## config.mk

```make
export PLATFORM = sky130hd
export DESIGN_NAME = seven_seg_scanner
export DESIGN_NICKNAME = d
export VERILOG_FILES = /design/src/rtl/seven_seg_pkg.sv /design/src/rtl/hex_to_seg.sv /design/src/rtl/seven_seg_scanner.sv
export SDC_FILE = /design/constraint.sdc
export NUM_CORES = 1
export LEC_CHECK = 0
export CAP_MARGIN = 20
export CORE_MARGIN = 2
export CORE_UTILIZATION = 40
export DETAILED_ROUTE_END_ITERATION = 6
export PLACE_DENSITY = 0.68
export SLEW_MARGIN = 20
export SYNTH_ARGS = -nofsm -noshare
export SYNTH_HDL_FRONTEND = slang
export SYNTH_SLANG_ARGS = --single-unit
```

## constraint.sdc

```tcl
create_clock -name clk -period 3.1 [get_ports clk]
set_input_delay 0.62 -clock clk [delete_from_list [all_inputs] [get_ports clk]]
set_output_delay 0.62 -clock clk [all_outputs]
set_load 0.1 [all_outputs]
```

## src/rtl/seven_seg_pkg.sv

```systemverilog
// Shared constants, segment table and scan state type for the seven-segment scanner.
package seven_seg_pkg;

  localparam logic [6:0] SEG_BLANK    = 7'h7F;
  localparam logic [7:0] ANODE_OFF    = 8'hFF;
  localparam logic [7:0] ANODE_DIGIT0 = 8'h80;

  typedef enum logic {
    BLANK = 1'b0,
    DRIVE = 1'b1
  } scan_state_t;

  // Active-low gfedcba codes, entry 15 (F) leftmost down to entry 0 rightmost
  localparam logic [15:0][6:0] HEX_SEG_LUT = {
    7'b0001110, 7'b0000110, 7'b0100001, 7'b1000110,
    7'b0000011, 7'b0001000, 7'b0010000, 7'b0000000,
    7'b1111000, 7'b0000010, 7'b0010010, 7'b0011001,
    7'b0110000, 7'b0100100, 7'b1111001, 7'b1000000
  };

  function automatic logic [6:0] hex_seg_lookup(input logic [3:0] nib);
    return HEX_SEG_LUT[nib];
  endfunction

  // Digit i pulls anode bit (7-i) low
  function automatic logic [7:0] digit_anode(input logic [2:0] idx);
    return ~(ANODE_DIGIT0 >> idx);
  endfunction

endpackage

```

## src/rtl/hex_to_seg.sv

```systemverilog
// Combinational hex nibble to active-low seven-segment code.
module hex_to_seg
  import seven_seg_pkg::*;
(
  input  logic [3:0] hex_i,
  output logic [6:0] seg_o
);

  // Table lookup
  always_comb begin
    seg_o = hex_seg_lookup(hex_i);
  end

endmodule

```

## src/rtl/seven_seg_scanner.sv

```systemverilog
// Time-multiplexed 8-digit common-anode scanner with per-slot blanking gap and
// tear-free frame-boundary update of the displayed value.
module seven_seg_scanner
  import seven_seg_pkg::*;
#(
  parameter int DIGIT_CYCLES = 100_000,
  parameter int BLANK_CYCLES = 1_000
) (
  input  logic        clk,
  input  logic        rst_n,
  input  logic [31:0] value_in,
  input  logic [7:0]  dp_in,
  input  logic [7:0]  digit_en,
  input  logic        load,
  output logic [7:0]  anode,
  output logic [6:0]  seg,
  output logic        dp,
  output logic [2:0]  digit_idx,
  output logic        frame_done
);

  localparam int CNT_W = (DIGIT_CYCLES > 1) ? $clog2(DIGIT_CYCLES) : 1;
  localparam logic [CNT_W-1:0] CNT_LAST       = CNT_W'(DIGIT_CYCLES - 1);
  localparam logic [CNT_W-1:0] CNT_BLANK_LAST = CNT_W'(BLANK_CYCLES - 1);

  logic [CNT_W-1:0] cnt_q, cnt_d;
  logic [2:0]       idx_q, idx_d;
  scan_state_t      state_q, state_d;
  logic             frame_done_q, frame_done_d;

  logic [31:0] act_val_q, act_val_d;
  logic [7:0]  act_dp_q, act_dp_d;
  logic [7:0]  act_en_q, act_en_d;
  logic [31:0] pend_val_q, pend_val_d;
  logic [7:0]  pend_dp_q, pend_dp_d;
  logic [7:0]  pend_en_q, pend_en_d;
  logic        pend_valid_q, pend_valid_d;

  logic [7:0]  anode_q, anode_d;
  logic [6:0]  seg_q, seg_d;
  logic        dp_q, dp_d;

  logic        slot_end_s;
  logic        wrap_s;
  logic [3:0]  nib_s;
  logic [6:0]  seg_code_s;

  assign slot_end_s = (cnt_q == CNT_LAST);
  assign wrap_s     = slot_end_s && (idx_q == 3'd7);

  // Slot counter, digit index and frame pulse
  always_comb begin
    cnt_d        = cnt_q;
    idx_d        = idx_q;
    frame_done_d = 1'b0;
    if (slot_end_s) begin
      cnt_d        = '0;
      idx_d        = idx_q + 3'd1;
      frame_done_d = wrap_s;
    end else begin
      cnt_d        = cnt_q + {{(CNT_W-1){1'b0}}, 1'b1};
    end
  end

  // BLANK/DRIVE next state within a slot
  always_comb begin
    state_d = state_q;
    case (state_q)
      BLANK:   state_d = (cnt_q == CNT_BLANK_LAST) ? DRIVE : BLANK;
      DRIVE:   state_d = slot_end_s ? BLANK : DRIVE;
      default: state_d = BLANK;
    endcase
  end

  // Pending capture on load; pending moves to active only at the frame wrap
  always_comb begin
    act_val_d    = act_val_q;
    act_dp_d     = act_dp_q;
    act_en_d     = act_en_q;
    pend_val_d   = pend_val_q;
    pend_dp_d    = pend_dp_q;
    pend_en_d    = pend_en_q;
    pend_valid_d = pend_valid_q;
    if (wrap_s && pend_valid_q) begin
      act_val_d    = pend_val_q;
      act_dp_d     = pend_dp_q;
      act_en_d     = pend_en_q;
      pend_valid_d = 1'b0;
    end else begin
      pend_valid_d = pend_valid_q;
    end
    // A load in the wrap cycle lands in pending and waits for the next wrap
    if (load) begin
      pend_val_d   = value_in;
      pend_dp_d    = dp_in;
      pend_en_d    = digit_en;
      pend_valid_d = 1'b1;
    end else begin
      pend_val_d   = pend_val_q;
    end
  end

  // Nibble for the current digit: digit 0 sits in [31:28]
  assign nib_s = act_val_q[{~idx_q, 2'b00} +: 4];

  hex_to_seg u_hex_to_seg (
    .hex_i (nib_s),
    .seg_o (seg_code_s)
  );

  // Output pattern for the next cycle
  always_comb begin
    anode_d = ANODE_OFF;
    seg_d   = SEG_BLANK;
    dp_d    = 1'b1;
    if ((state_q == DRIVE) && act_en_q[~idx_q]) begin
      anode_d = digit_anode(idx_q);
      seg_d   = seg_code_s;
      dp_d    = ~act_dp_q[~idx_q];
    end else begin
      anode_d = ANODE_OFF;
    end
  end

  // Scan timing registers
  always_ff @(posedge clk or negedge rst_n) begin
    if (!rst_n) begin
      cnt_q        <= '0;
      idx_q        <= 3'd0;
      state_q      <= BLANK;
      frame_done_q <= 1'b0;
    end else begin
      cnt_q        <= cnt_d;
      idx_q        <= idx_d;
      state_q      <= state_d;
      frame_done_q <= frame_done_d;
    end
  end

  // Active and pending display data
  always_ff @(posedge clk or negedge rst_n) begin
    if (!rst_n) begin
      act_val_q    <= 32'h0000_0000;
      act_dp_q     <= 8'h00;
      act_en_q     <= 8'h00;
      pend_val_q   <= 32'h0000_0000;
      pend_dp_q    <= 8'h00;
      pend_en_q    <= 8'h00;
      pend_valid_q <= 1'b0;
    end else begin
      act_val_q    <= act_val_d;
      act_dp_q     <= act_dp_d;
      act_en_q     <= act_en_d;
      pend_val_q   <= pend_val_d;
      pend_dp_q    <= pend_dp_d;
      pend_en_q    <= pend_en_d;
      pend_valid_q <= pend_valid_d;
    end
  end

  // Registered display outputs
  always_ff @(posedge clk or negedge rst_n) begin
    if (!rst_n) begin
      anode_q <= ANODE_OFF;
      seg_q   <= SEG_BLANK;
      dp_q    <= 1'b1;
    end else begin
      anode_q <= anode_d;
      seg_q   <= seg_d;
      dp_q    <= dp_d;
    end
  end

  assign anode      = anode_q;
  assign seg        = seg_q;
  assign dp         = dp_q;
  assign digit_idx  = idx_q;
  assign frame_done = frame_done_q;

endmodule

```

Word-level counts from Yosys, hierarchy flattened --
Memory sizes are Yosys's and may differ from the RTL's. Index checks and enable logic that the tools add are counted.
Operators by class: $lt $le $gt $ge 2, add/sub/neg operators 2, equality and inequality tests 3, reduce and logical (&&, ||, !) cells 4, bitwise gates (word level) 4, shifts and indexed selects 2, muxes and demuxes 15
Operators by type and width (number):
- $shiftx 32x6->4 | 1
- $add 17x1->17 const B | 1
- $eq 17x10->1 const B | 1
- $eq 17x17->1 const B | 1
- $mux 17 | 1
- $mux 7 | 2
- $mux 1 | 8
- $mux 8 | 1
- $not 8->8 | 1
- $shr 8x3->8 const A | 1
- $bmux 1 s3 | 2
- $lt 4x5->1 const B | 1
- $lt 3x4->1 const B | 1
- $add 3x1->3 const B | 1
- $eq 3x3->1 const B | 1
- $logic_and 1x1->1 | 3
- $not 3->3 | 1
- $not 1->1 | 2
- $pmux 1 s2 | 1
- $reduce_bool 2->1 | 1
Storage, ports and cells: ROM bits 112, output and inout port bits 20, register bits 135, memories kept 1, input bits 51, logic and storage cells 47
Memories:
- (no name shown) | depth 16, width 7, rd ports 1, clocked after memory_dff 0, wr ports 0, line seven_seg_pkg.sv:22 | return HEX_SEG_LUT[nib];

Logic depth before layout (Yosys ltp) --
Gate-level depths: netlist of run 1.
word-level depth 5, depth in mapped cells 10, mapped depth without buffers 8

By module --
From an unflattened synthesis of run 1, not the netlist that was laid out.
Unflattened totals: cells, all modules 410, area total of the unflattened synthesis 5839.4 um^2
By module, submodules not included:
- seven_seg_scanner | sequential area each 3398.3 um^2, cells an instance 378, times used 1, area an instance 5564.1 um^2
- hex_to_seg | sequential area each 0.0 um^2, cells an instance 32, times used 1, area an instance 275.3 um^2

Least setup slack after synthesis of run 1 --
Ideal clock, no wire load.
path type flip-flop to flip-flop, start point reg idx_q[0], in the netlist digit_idx[0], end point reg seg_q[3], in the netlist seg[3], stages on the path, launching flop included 11, library setup time 0.096 ns, period minus slack after synthesis 3.083 ns, setup slack 0.017 ns, data required time 3.004 ns, arrival 2.987 ns, path buffers 2, cell sequence dfrtp_1 buf_2 buf_2 mux4_2 nand2_1 and2_1 inv_1 ha_1 nand3b_1 o211ai_1 o211ai_1
Between the ends: longest elaborated chain between the ends 5, elaborated cells on any way between the ends 8, classes of those cells 1 x shift; 4 x mux; 1 x bitwise; 1 x reduce/logical; 1 x memory
RTL lines:
- start, declared | line seven_seg_scanner.sv:27 | logic [2:0] idx_q, idx_d;
- start signal, assigned | line seven_seg_scanner.sv:134 | idx_q <= idx_d;
- $not 3->3 * | line seven_seg_scanner.sv:104, seven_seg_scanner.sv:116
- $shiftx 32x6->4 or $bmux 1 s3 (tied branches) | line seven_seg_scanner.sv:104, seven_seg_scanner.sv:116
- $mem_v2 16x7 or $mux 1 (tied branches)
- $mux 7 (implied by the code) or $logic_and 1x1->1 (tied branches) | line seven_seg_pkg.sv:22, seven_seg_scanner.sv:116
- $mux 7 * | line seven_seg_scanner.sv:116 | if ((state_q == DRIVE) && act_en_q[~idx_q]) begin
- net seg_d[3] | line seven_seg_scanner.sv:40 | logic [6:0] seg_q, seg_d;
- end signal, assigned | line seven_seg_scanner.sv:169 | seg_q <= seg_d;
- end, declared | line seven_seg_scanner.sv:40
Mark *: on every way through the listed nets, which the timed path passes. The rest lies on a longest branch. The select of a mux whose other input is x is not followed. A chain may end at the register's enable or synchronous reset.

Worst setup path in the final report of run 1 --
start point reg idx_q[1], in the netlist digit_idx[1], end point reg seg_q[3], in the netlist seg[3]
The elaborated chain is that of the path after synthesis.

==> summary.md, run 1 <==
| Metric | Value |
|---|---|
| Max cap viols | 0 |
| GRT Residual Overflow | 0 |
| IO buf count | 70 |
| Hold Fails Final Rpt | 0 |
| Crit path top cell by count | o211ai_1 |
| Tcrit/Tclk final | approximately four fifths |
| RSZ-0062 raised after global routing | false |
| Status | completed |
| CTS sink cnt | 135 |
| Finished layout cell area | ~7300 µm² |
| Top Ports | 71 |
| Leak pwr | between 3 and 4 nW |
| Reg power frac | roughly 48% |
| Largest net degree at the start of global routing | 60 |
| Avg Cell Area, Syn | roughly 15 µm² |
| Pwr dens | between 500 and 600 nW/µm² |
| HPWL after DPL | just under 8 mm |
| Initial Util | 40.6% |
| Layout cells sized above 1 | between 30 and 40% |
| Post-synth EDFFs | 0 |
| Max-slew headroom | between 50% and 60% |
| Final setup fails | 0 |
| Clock share of power | between 40% and 50% |
| Reg clk slew, reported paths | 50 ps |
| Total Routing Usage GR | between 15 and 20% |
| Initial antenna violation count | 0 |
| Syn nets | ~470 |
| WL/cell | about 17 µm |
| Vias per inst | roughly 5 |
| Maximum clock frequency | 402 MHz |
| Power share of the combinational group | around 4.8% |
| DR DRC count | 0 |
| Crit Path Class | reg -> reg |
| Synth Register Bits | 135 |
| Antenna Cells | 0 |
| Top Family by Delay on Critical Path | multiplexers |
| Min Tclk post-route | 2490 ps |
| Seq/Total Area, Yosys | around three fifths |
| Worst-Margin Slew | 745 ps |
| Synth Instances | between 400 and 500 |
| Clock Root Buffer | clkbuf_16 |
| Row cnt | 44 |
| Slowest CP cell | dfrtp_1 |
| CP max FO | 16 |
| # resized after CTS | 0 |
| Placer Congestion | about 0.84 |
| Total CTS buffers | 17 |
| Final worst slack | slightly above 600 ps |
| Sw Pwr | roughly 0.8 mW |
| Setup Skew | around 15 ps |
| First drt pass iteration count | 4 |
| Setup_tns | 0 ps |
| Type of origin of the critical path | flip-flop |
| Ys flop type | dfrtp_1 |
| Clock latency on the worst-skew pair | 420 ps |
| 1st-iter DRT viols | roughly 190 |
| Core outline area | between 10000 and 15000 µm² |
| Post-Route WL | 11.2 mm |
| Switching part of the total | 20.4% |
| Area growth from synthesis to layout | 23.9% |
| Global-route wire length before repair | about 19 mm |
| VDD IR max | 0.328 mV |
| Placed instance area | 6720 µm² |
| CTS Buffer Depth | 2 |
| Hold Path Class | in -> async |
| Post-Place Setup Slack | between 600 and 700 ps |
| Via count of the routed design | between 3000 and 4000 |
| Buf+Inv Stages, Crit Path | 1 |
| Die width | around 120 µm |
| Post-synth cell types | 44 |
| Internal power | between 3 and 4 mW |
| Critical-path cell list | mux4_2, mux2i_1, inv_1, ha_1, nand3b_1, o211ai_1, o211ai_1 |
| Antenna viol nets, final | 0 |
| Cts hold-fix bufs | 0 |
| Die Ht | ~120 µm |
| Vias in the first global route | 3661 |
| CTS tree | done |
| # nets final | ~550 |
| Post-Syn Area | a little under 6000 µm² |
| Worst path arrival time | 2780 ps |
| H-tree Lvls | 4 |
| Post-synth ARST share | 100% |
| Setup Fix Bufs, Post-CTS | 0 |
| Synth warn | 0 |
| Die area | 15600 µm² |
| CP max stage delay | about 730 ps |
| CP Capture Type | flip-flop |
| Critical Path RT | 3390 ps |
| Max-slew violation count | 0 |
==> metrics by stage <==
stage	power, mW	utilization [%]	instances	hold WS (ps)
CTS	3.94	50.3	678	185
floorplan	1.95	-	402	324
detailed placement	2.09	46.6	648	484
global placement	2.08	46.6	648	475
finish	3.89	50.3	678	162
global route	4.04	50.3	678	209
==> path summary, 6_finish.rpt <==
check                      slack, ps            end  cells after the start     startpoint
setup reg to reg                 610         seg[3]                      7   digit_idx[1]
hold reg to reg                  490  act_val_q[12]                      1  act_val_q[12]
hold / removal                   160      cnt_q[13]                      1          rst_n
max in group asynchronous       2160       anode[6]                      2          rst_n
setup / recovery                 610         seg[3]                      7   digit_idx[1]
min in group clk                 490  act_val_q[12]                      1  act_val_q[12]
==> area by class of cell <==
cell class | instances | area (µm²)
Clock buffer | 26 | 489
Inverter | 9 | 33.8
Timing Repair Buffer | 79 | 752
Clock inverter | 4 | 45.0
Tap cell | 184 | 230
Multi-Input combinational cell | 241 | 2300
Fill cell | 1262 | 7170
Sequential cell | 135 | 3400
==> cell usage in the layout (no fill, tap or decap), types with 2 or more instances in the layout <==
cell type	netlist	layout
nor3_1	6	6
buf_4	2	26
ha_1	12	12
buf_12	2	3
nor4_1	4	4
mux4_2	10	10
mux2_4	18	18
clkbuf_1	3	6
nand3_1	13	13
mux2i_1	9	9
nand2_1	21	21
clkbuf_16	0	17
mux2_2	78	78
nand4_1	3	3
clkdlybuf4s50_1	0	48
o221ai_1	4	4
a21oi_1	3	3
xor2_1	8	8
mux2_1	2	2
clkinv_2	0	3
nor2b_1	3	3
and2_1	2	2
o21ai_0	2	2
nor2_1	16	16
clkbuf_8	0	3
and3_1	3	3
xnor2_1	8	8
dfstp_2	16	16
dfrtp_1	119	119
o211ai_1	3	3
inv_1	8	8
==> worst register-to-register path, delay by kind of cell, from the launching register on <==
family          cells  cell delay (ps)
mux                 2              800
simple gates        1              180
buf+inv             1              170
compound gates      2              240
fa+ha+maj           1              260
flops               1              730
==> Yosys cell counts, drive strengths merged, types with 4 or more instances <==
cell type / n / area (µm²)
mux2i: 9 / 90.1
mux2: 98 / 1170
nor4: 4 / 25.0
inv: 8 / 30.0
nor2: 16 / 60.1
mux4: 10 / 225
nand3: 13 / 65.1
o221ai: 4 / 35.0
dfstp: 16 / 420
nand2: 21 / 78.8
xor2: 8 / 70.1
xnor2: 8 / 70.1
dfrtp: 119 / 2980
and3: 4 / 30.0
ha: 12 / 150
buf: 14 / 108
nor3: 7 / 46.3
==> power groups by stage <==
stage	clock (mW)	combinational (mW)	sequential, mW
2_1_floorplan	0	0.0762	1.88
3_3_place_gp	0	0.184	1.89
3_5_place_dp	0	0.190	1.90
4_1_cts	1.88	0.191	1.87
5_1_grt	1.97	0.204	1.87
6_report	1.84	0.186	1.87
==> registers in the layout, summed over array words and instances, names as in the netlist, 3 cells and up <==
| signal | cells |
|---|---|
| digit_idx | 3 |
| anode | 8 |
| act_en_q | 8 |
| pend_val_q | 32 |
| act_dp_q | 8 |
| cnt_q | 17 |
| pend_dp_q | 8 |
| act_val_q | 32 |
| pend_en_q | 8 |
| seg | 7 |
==> metal layers <==
metal	vias up	track usage [%]	part of all wire, %
met5	-	0	0
met1	1759	21.6	47
met4	0	6.01	1.6
met3	12	4.24	4.2
li1	1592	-	-
met2	88	23.6	47
==> logic make-up (layout without fill, tap and decap cells) <==
logic type | after synthesis | after routing | share of synthesized area, %
flip-flops | 135 | 135 | 58.0
multiplexers | 117 | 117 | 25.4
AND/OR/NAND/NOR | 78 | 78 | 6.78
buffers and inverters | 26 | 118 | 2.61
AO/OA/AOI/OAI | 18 | 18 | 2.22
XOR/XNOR | 16 | 16 | 2.39
adder cells (fa/ha/maj) | 12 | 12 | 2.56
Note: power is estimated with default switching activity, not from simulation.
==> inputs of run 2 (changes only) <==
clock period = 2.4 ns   (was 3.1 ns; I/O delays follow)
==> run 2 against run 1 <==
Effect of this change: sequential share of layout area is 0.38 points lower; global-route usage decreased by 0.52 points; cell count grew 0.59%; setup slack got worse by 460 ps; final area grew 1.1%; count of clock-buffer cells in the layout fell by 6; routed wire length down 3.2%; critical path type unchanged; critical endpoint unchanged; largest cell class unchanged.
==> summary.md, run 2 (synthesis results as in run 1) <==
| Metric | Value |
|---|---|
| Status | completed |
| Die width | 125 µm (unchanged) |
| Crit path top cell by count | o211ai_1 |
| Setup Skew | 6.59 ps (-8.42 ps) |
| GRT Residual Overflow | 0 (unchanged) |
| Reg clk slew, reported paths | 60 ps (about the same) |
| Most frequent cells in the layout | 116 x dfrtp_1, 78 x mux2_2, 48 x clkdlybuf4s50_1 |
| Antenna Cells | 0 (unchanged) |
| Via count of the routed design | 3434 (-0.49%) |
| Antenna viol nets, final | 0 (unchanged) |
| Vias in the first global route | 3629 (-0.87%) |
| Dpl cells | 647 (-0.15%) |
| Initial Util | 40.6% (unchanged) |
| Vias per inst | 5.04 (-1.1%) |
| VDD IR max | 0.630 mV (+92%) |
| Initial antenna violation count | 0 (unchanged) |
| Hold Path Class | in -> async |
| Top Ports | 71 (unchanged) |
| Type of origin of the critical path | flip-flop |
| Critical-path cell list | mux4_2, mux2i_1, inv_1, ha_1, nand3b_1, o211ai_1, o211ai_1 |
| Max-slew violation count | 0 (unchanged) |
| Largest net degree at the start of global routing | 66 (+10%) |
| Critical Path RT | 2690 ps (-700 ps) |
| Pwr dens | 704 nW/µm² (+31%) |
| Global-route wire length before repair | 18.6 mm (-3.1%) |
| RSZ-0062 raised after global routing | false |
| HPWL after DPL | 7.50 mm (-3.4%) |
| Tcrit/Tclk final | 93.7% (+13 points) |
| First drt pass iteration count | 4 (unchanged) |
| CP max FO | 9 (-7) |
| Clock latency on the worst-skew pair | 420 ps (about the same) |
| Die area | 15600 µm² (unchanged) |
| Largest regs | act_val_q x32, pend_val_q x32, cnt_q x17 |
| DR DRC count | 0 (unchanged) |
| Worst-Margin Slew | 755 ps (+9.82 ps) |
| Total Routing Usage GR | 15.1% (-0.52 points) |
| Leak pwr | 3.25 nW (+0.62%) |
| 1st-iter DRT viols | 205 (+11%) |
| CP Capture Type | flip-flop |
| Hold Fails Final Rpt | 0 (unchanged) |
| CTS Buffer Depth | 2 (unchanged) |
| Area growth from synthesis to layout | 25.2% |
| Maximum clock frequency | 445 MHz (+11%) |
| Die Ht | 125 µm (unchanged) |
| Layout cells sized above 1 | 38.6% (+2.1 points) |
| Core outline area | 14400 µm² (unchanged) |
| Post-Route WL | 10.8 mm (-3.2%) |
| Min Tclk post-route | 2250 ps (-239 ps) |
| Crit Path Class | reg -> reg |
| # nets final | 548 (+0.37%) |
| Row cnt | 44 (unchanged) |
| CTS sink cnt | 135 (unchanged) |
| Post-route insts no fill | 682 (+0.59%) |
| Max cap viols | 0 (unchanged) |
| Total CTS buffers | 17 (unchanged) |
| Worst path arrival time | 2540 ps (-240 ps) |
| WHS | 39.4 ps (-123 ps) |
| Setup_tns | 0 ps (unchanged) |
| Placer Congestion | 0.781 (-7.1%) |
| CP max stage delay | 520 ps (-210 ps) |
| IO buf count | 70 (unchanged) |
| Clock Root Buffer | clkbuf_16 |
| WL/cell | 15.9 µm (-3.8%) |
| Final setup fails | 0 (unchanged) |
| Max-slew headroom | 49.5% (-0.66 points) |
| Slowest CP cell | dfrtp_4 |
| CTS tree | done |
| Commonest non-fill, non-tap cell in the layout | dfrtp_1 |
| H-tree Lvls | 4 (unchanged) |
==> run 2: cell count changes in the layout (fill, tap and decap cells not counted), moves of 2 or more <==
cell,delta
clkbuf_1,-4
clkbuf_8,-2
clkinvlp_4,+4
dfrtp_1,-3
dfrtp_4,+2
==> run 2: stage by stage <==
| step | area (µm²) | setup WS (ps) | utilization (%) | total power, mW |
|---|---|---|---|---|
| after CTS | 7310 | 103 | 50.7 | 5.22 |
| after global placement | 6730 | 147 | 46.7 | 2.69 |
| after floorplan | 5880 | 0.737 | - | 2.52 |
| after global routing | 7330 | 23.6 | 50.8 | 5.35 |
| final | 7330 | 151 | 50.8 | 5.16 |
| after detailed placement | 6730 | 110 | 46.7 | 2.70 |
==> run 2: per-layer routing <==
metal,share of wire [%],wire length [µm],up-vias,GRT usage [%]
li1,-,-,1604,-
met1,45,4890,1749,19.6
met2,49,5280,63,23.6
met3,4.3,461,18,4.62
met4,1.9,204,0,6.47
met5,0,0,-,0
==> run 2: power breakdown <==
group          switching [mW]  internal, mW  total (mW)
combinational          0.0901         0.152       0.243
clock                   0.960          1.55        2.51
sequential             0.0479          2.36        2.41
total                    1.10          4.06        5.16
==> run 2: worst paths after layout <==
| path | from | to | slack [ps] | depth (start not counted) |
|---|---|---|---|---|
| min reg2reg | act_val_q[4] | act_val_q[4] | 490 | 1 |
| max in group asynchronous | rst_n | act_val_q[16] | 1710 | 2 |
| min | rst_n | act_val_q[23] | 40 | 1 |
| max reg2reg | digit_idx[0] | seg[3] | 150 | 7 |
| max | digit_idx[0] | seg[3] | 150 | 7 |
| min in group clk | act_val_q[4] | act_val_q[4] | 490 | 1 |
==> run 2: repair_timing <==
item	4_1_cts	5_1_grt
hold buffers	0	0
setup endpoints to repair	0	1
setup buffers	0	3
resized for setup	0	0
==> run 2: final cells by class <==
type / count / area [µm²]
well taps: 184 / 230
multi-input cells: 241 / 2310
clock inverters: 12 / 128
fillers: 1232 / 7090
inverters: 9 / 33.8
repair buffers: 81 / 779
flip-flops and latches: 135 / 3410
clock buffers: 20 / 447
==> run 2: worst max-delay path: cells and delay by family, from the launching register on <==
family,cells,cell delay (ps)
AO/OA/AOI/OAI,2,240
buffers and inverters,1,150
flip-flops,1,520
adder cells (fa/ha/maj),1,240
AND/OR/NAND/NOR,1,160
multiplexers,2,810
==> inputs of run 3 (changes only) <==
--- a/config.mk
+++ b/config.mk
@@ -6,9 +6,10 @@
 export NUM_CORES = 1
 export LEC_CHECK = 0
+export ABC_AREA = 1
 export CAP_MARGIN = 20
 export CORE_MARGIN = 2
 export CORE_UTILIZATION = 40
 export DETAILED_ROUTE_END_ITERATION = 6
-export PLACE_DENSITY = 0.68
+export PLACE_DENSITY = 0.67
 export SLEW_MARGIN = 20
 export SYNTH_ARGS = -nofsm -noshare
==> constraint.sdc (replaced) <==
create_clock -name clk -period 2.4 [get_ports clk]
set_input_delay 0.6 -clock clk [delete_from_list [all_inputs] [get_ports clk]]
set_output_delay 0.6 -clock clk [all_outputs]
set_load 0.1 [all_outputs]
==> run 3 against run 2 <==
Effect of this change: sequential cell count is the same; synthesized cell count grew 94%; register-to-register slack gained 190 ps; total power grew 5.6%; via count grew 46%; critical endpoint is now seg[6]; largest power group unchanged.
==> summary.md, run 3 <==
| Metric | Value |
|---|---|
| Status | completed |
| # nets final | 907 (+66%) |
| Global-route wire length before repair | 23.4 mm (+26%) |
| Largest regs | act_val_q x32, pend_val_q x32, cnt_q x17 |
| Synth top area share | 47.8% (-3.1 points) |
| R2r startpoint | digit_idx[0] |
| Post-Syn Area | 6230 µm² (+6.5%) |
| CTS tree | done |
| Total CTS buffers | 17 (unchanged) |
| Synth warn | 0 (unchanged) |
| Synth top area cells | dfrtp_1 48%, nand2_1 20%, nand3_1 8.9% |
| Max-slew violation count | 0 (unchanged) |
| Cell accounting for the most synthesized area | dfrtp_1 |
| Worst path arrival time | 2410 ps (-130 ps) |
| Post-synth EDFFs | 0 (unchanged) |
| Most frequent cell after synthesis | nand2_1 |
| Antenna viol nets, final | 0 (unchanged) |
| Placer Congestion | 0.872 (+12%) |
| Max-slew headroom | 52.6% (+3.1 points) |
| # resized after CTS | 0 (unchanged) |
| Post-synth cell types | 25 (-43%) |
| Critical-path cell list | inv_2, nand2_1, nand3_1, nand3_1, nand2_1, inv_1, ha_1, nand3_1, nand2_1, nand2_1, nand3_1 |
| Initial Util | 41.0% (+0.42 points) |
| Avg Cell Area, Syn | 8.01 µm² (-45%) |
| Leak pwr | 3.93 nW (+21%) |
| Max cap viols | 0 (unchanged) |
| Largest net degree at the start of global routing | 136 (+110%) |
| CP Capture Type | flip-flop |
| GRT Residual Overflow | 0 (unchanged) |
| Type of origin of the critical path | flip-flop |
| Synth Register Bits | 135 (unchanged) |
| RSZ-0062 raised after global routing | false |
| Setup Fix Bufs, Post-CTS | 0 (unchanged) |
| Die width | 129 µm (+3.1%) |
| Clock latency on the worst-skew pair | 430 ps (about the same) |
| Pwr dens | 704 nW/µm² (about the same) |
| Seq/Total Area, Yosys | 54.5% (-3.5 points) |
| Critical Path RT | 2740 ps (+50 ps) |
| Post-Route WL | 13.5 mm (+24%) |
| Vias in the first global route | 4713 (+30%) |
| VDD IR max | 0.537 mV (-15%) |
| Maximum clock frequency | 485 MHz (+9.1%) |
| Buf+Inv Stages, Crit Path | 2 (+1) |
| Setup_tns | 0 ps (unchanged) |
| Hold Fails Final Rpt | 0 (unchanged) |
| CP max FO | 26 (+17) |
| Total Power | 5.45 mW (+5.6%) |
| Setup Skew | 8.32 ps (+1.73 ps) |
| Top Family by Delay on Critical Path | simple AND/OR/NAND/NOR gates |
| Slowest CP cell | dfrtp_2 |
| Die Ht | 129 µm (+3.1%) |
| IO buf count | 70 (unchanged) |
| Ys flop type | dfrtp_1 |
| CTS Buffer Depth | 2 (unchanged) |
| Vias per inst | 4.80 (-4.7%) |
| WL/cell | 12.9 µm (-19%) |
| Crit Path Class | reg -> reg |
| Layout cells sized above 1 | 10.5% (-28 points) |
| Reg clk slew, reported paths | 60 ps (about the same) |
| First drt pass iteration count | 5 (+1) |
| H-tree Lvls | 4 (unchanged) |
| Clock Root Buffer | clkbuf_16 |
| CTS sink cnt | 135 (unchanged) |
| Top Ports | 71 (unchanged) |
| Area growth from synthesis to layout | 24.1% |
| Core outline area | 15200 µm² (+5.4%) |
| FF/Latch Area | 3400 µm² (-0.22%) |
| DR DRC count | 0 (unchanged) |
| CP max stage delay | 450 ps (-70 ps) |
| Area of the multi-input gates | 2400 µm² (+4.2%) |
| Commonest non-fill, non-tap cell in the layout | nand2_1 |
| Tcrit/Tclk final | 85.9% (-7.8 points) |
| Row cnt | 45 (+2.3%) |
| Hold Path Class | in -> async |
| Total Routing Usage GR | 18.0% (+2.9 points) |
| Synth Instances | 778 (+94%) |
| CP startpoint | digit_idx[0] |
| Post-synth ARST share | 100% (unchanged) |
| 1st-iter DRT viols | 414 (+100%) |
| Post-synth top cells | 335 x nand2_1, 119 x dfrtp_1, 111 x nand3_1 |
| Antenna Cells | 0 (unchanged) |
| HPWL after DPL | 9.03 mm (+20%) |
| Initial antenna violation count | 0 (unchanged) |
| Via count of the routed design | 5017 (+46%) |
| Syn nets | 841 (+81%) |
| Fillers | 1464 (+19%) |
| Cts hold-fix bufs | 0 (unchanged) |
| Worst-Margin Slew | 712 ps (-43.1 ps) |
| Final setup fails | 0 (unchanged) |
| Min Tclk post-route | 2060 ps (-188 ps) |
| Die area | 16600 µm² (+6.3%) |
| Most frequent cells in the layout | 335 x nand2_1, 118 x dfrtp_1, 111 x nand3_1 |
run 3: cell types whose count changed in the layout (fill, tap and decap cells not counted), moves of 4 or more:
| cell | delta |
|---|---|
| o21ai_0 | +9 |
| mux4_2 | -10 |
| mux2_2 | -78 |
| o221ai_1 | -4 |
| xnor2_1 | -8 |
| nand2_1 | +314 |
| inv_2 | +4 |
| mux2_4 | -18 |
| inv_1 | +55 |
| nor2_1 | +18 |
| mux2i_1 | -9 |
| nand3_1 | +98 |
run 3: through the flow:
step	instances	hold WS, ps	cell area (µm²)	worst slack [ps]	utilization (%)
floorplan	778	304	6230	2.77	-
global placement	1013	447	7090	382	46.6
detailed placement	1013	458	7090	356	46.6
CTS	1045	323	7730	338	50.9
global route	1045	322	7730	88.8	50.9
finish	1045	272	7730	339	50.9
run 3: path summary, 6_finish.rpt:
check                                to  slack, ps  depth (start not counted)
max                              seg[6]        340                         11
min                        digit_idx[1]        270                          2
max reg2reg                      seg[6]        340                         11
min reg2reg                 act_en_q[2]        470                          2
max in group asynchronous  act_val_q[0]       1600                          2
min in group clk            act_en_q[2]        470                          2
run 3: final cells by class:
type / count / share of cell area [%]
sequential: 135 / 44.0
multi-input combinational: 541 / 31.1
timing repair buffer: 82 / 10.4
clock buffer: 19 / 5.86
inverter: 67 / 3.25
tap: 188 / 3.04
clock inverter: 13 / 2.48
run 3: logic make-up after synthesis:
logic type                 count (synthesis)  share of synthesized area, %
and+or+nand+nor                          501                          33.2
adders and majority gates                 12                          2.41
DFF                                      135                          54.5
xor gates and xnor gates                   7                         0.984
AOI/OAI and AO/OA                         21                          1.91
buffers and inverters                    102                          6.94
run 3: metal layers:
| metal | part of all wire (%) | up-vias | global-route usage [%] | routed length (µm) |
|---|---|---|---|---|
| met3 | 4.5 | 22 | 4.91 | 604 |
| li1 | - | 2579 | - | - |
| met1 | 50 | 2293 | 25.9 | 6690 |
| met5 | 0 | - | 0 | 0 |
| met2 | 44 | 123 | 25.8 | 5920 |
| met4 | 1.9 | 0 | 7.16 | 254 |
run 3: report_power, final:
part | switching [mW] | leakage [nW] | internal [mW]
Sequential | 0.0423 | 1.72 | 2.35
Clock | 1.02 | 0.312 | 1.81
Combinational | 0.116 | 1.89 | 0.110
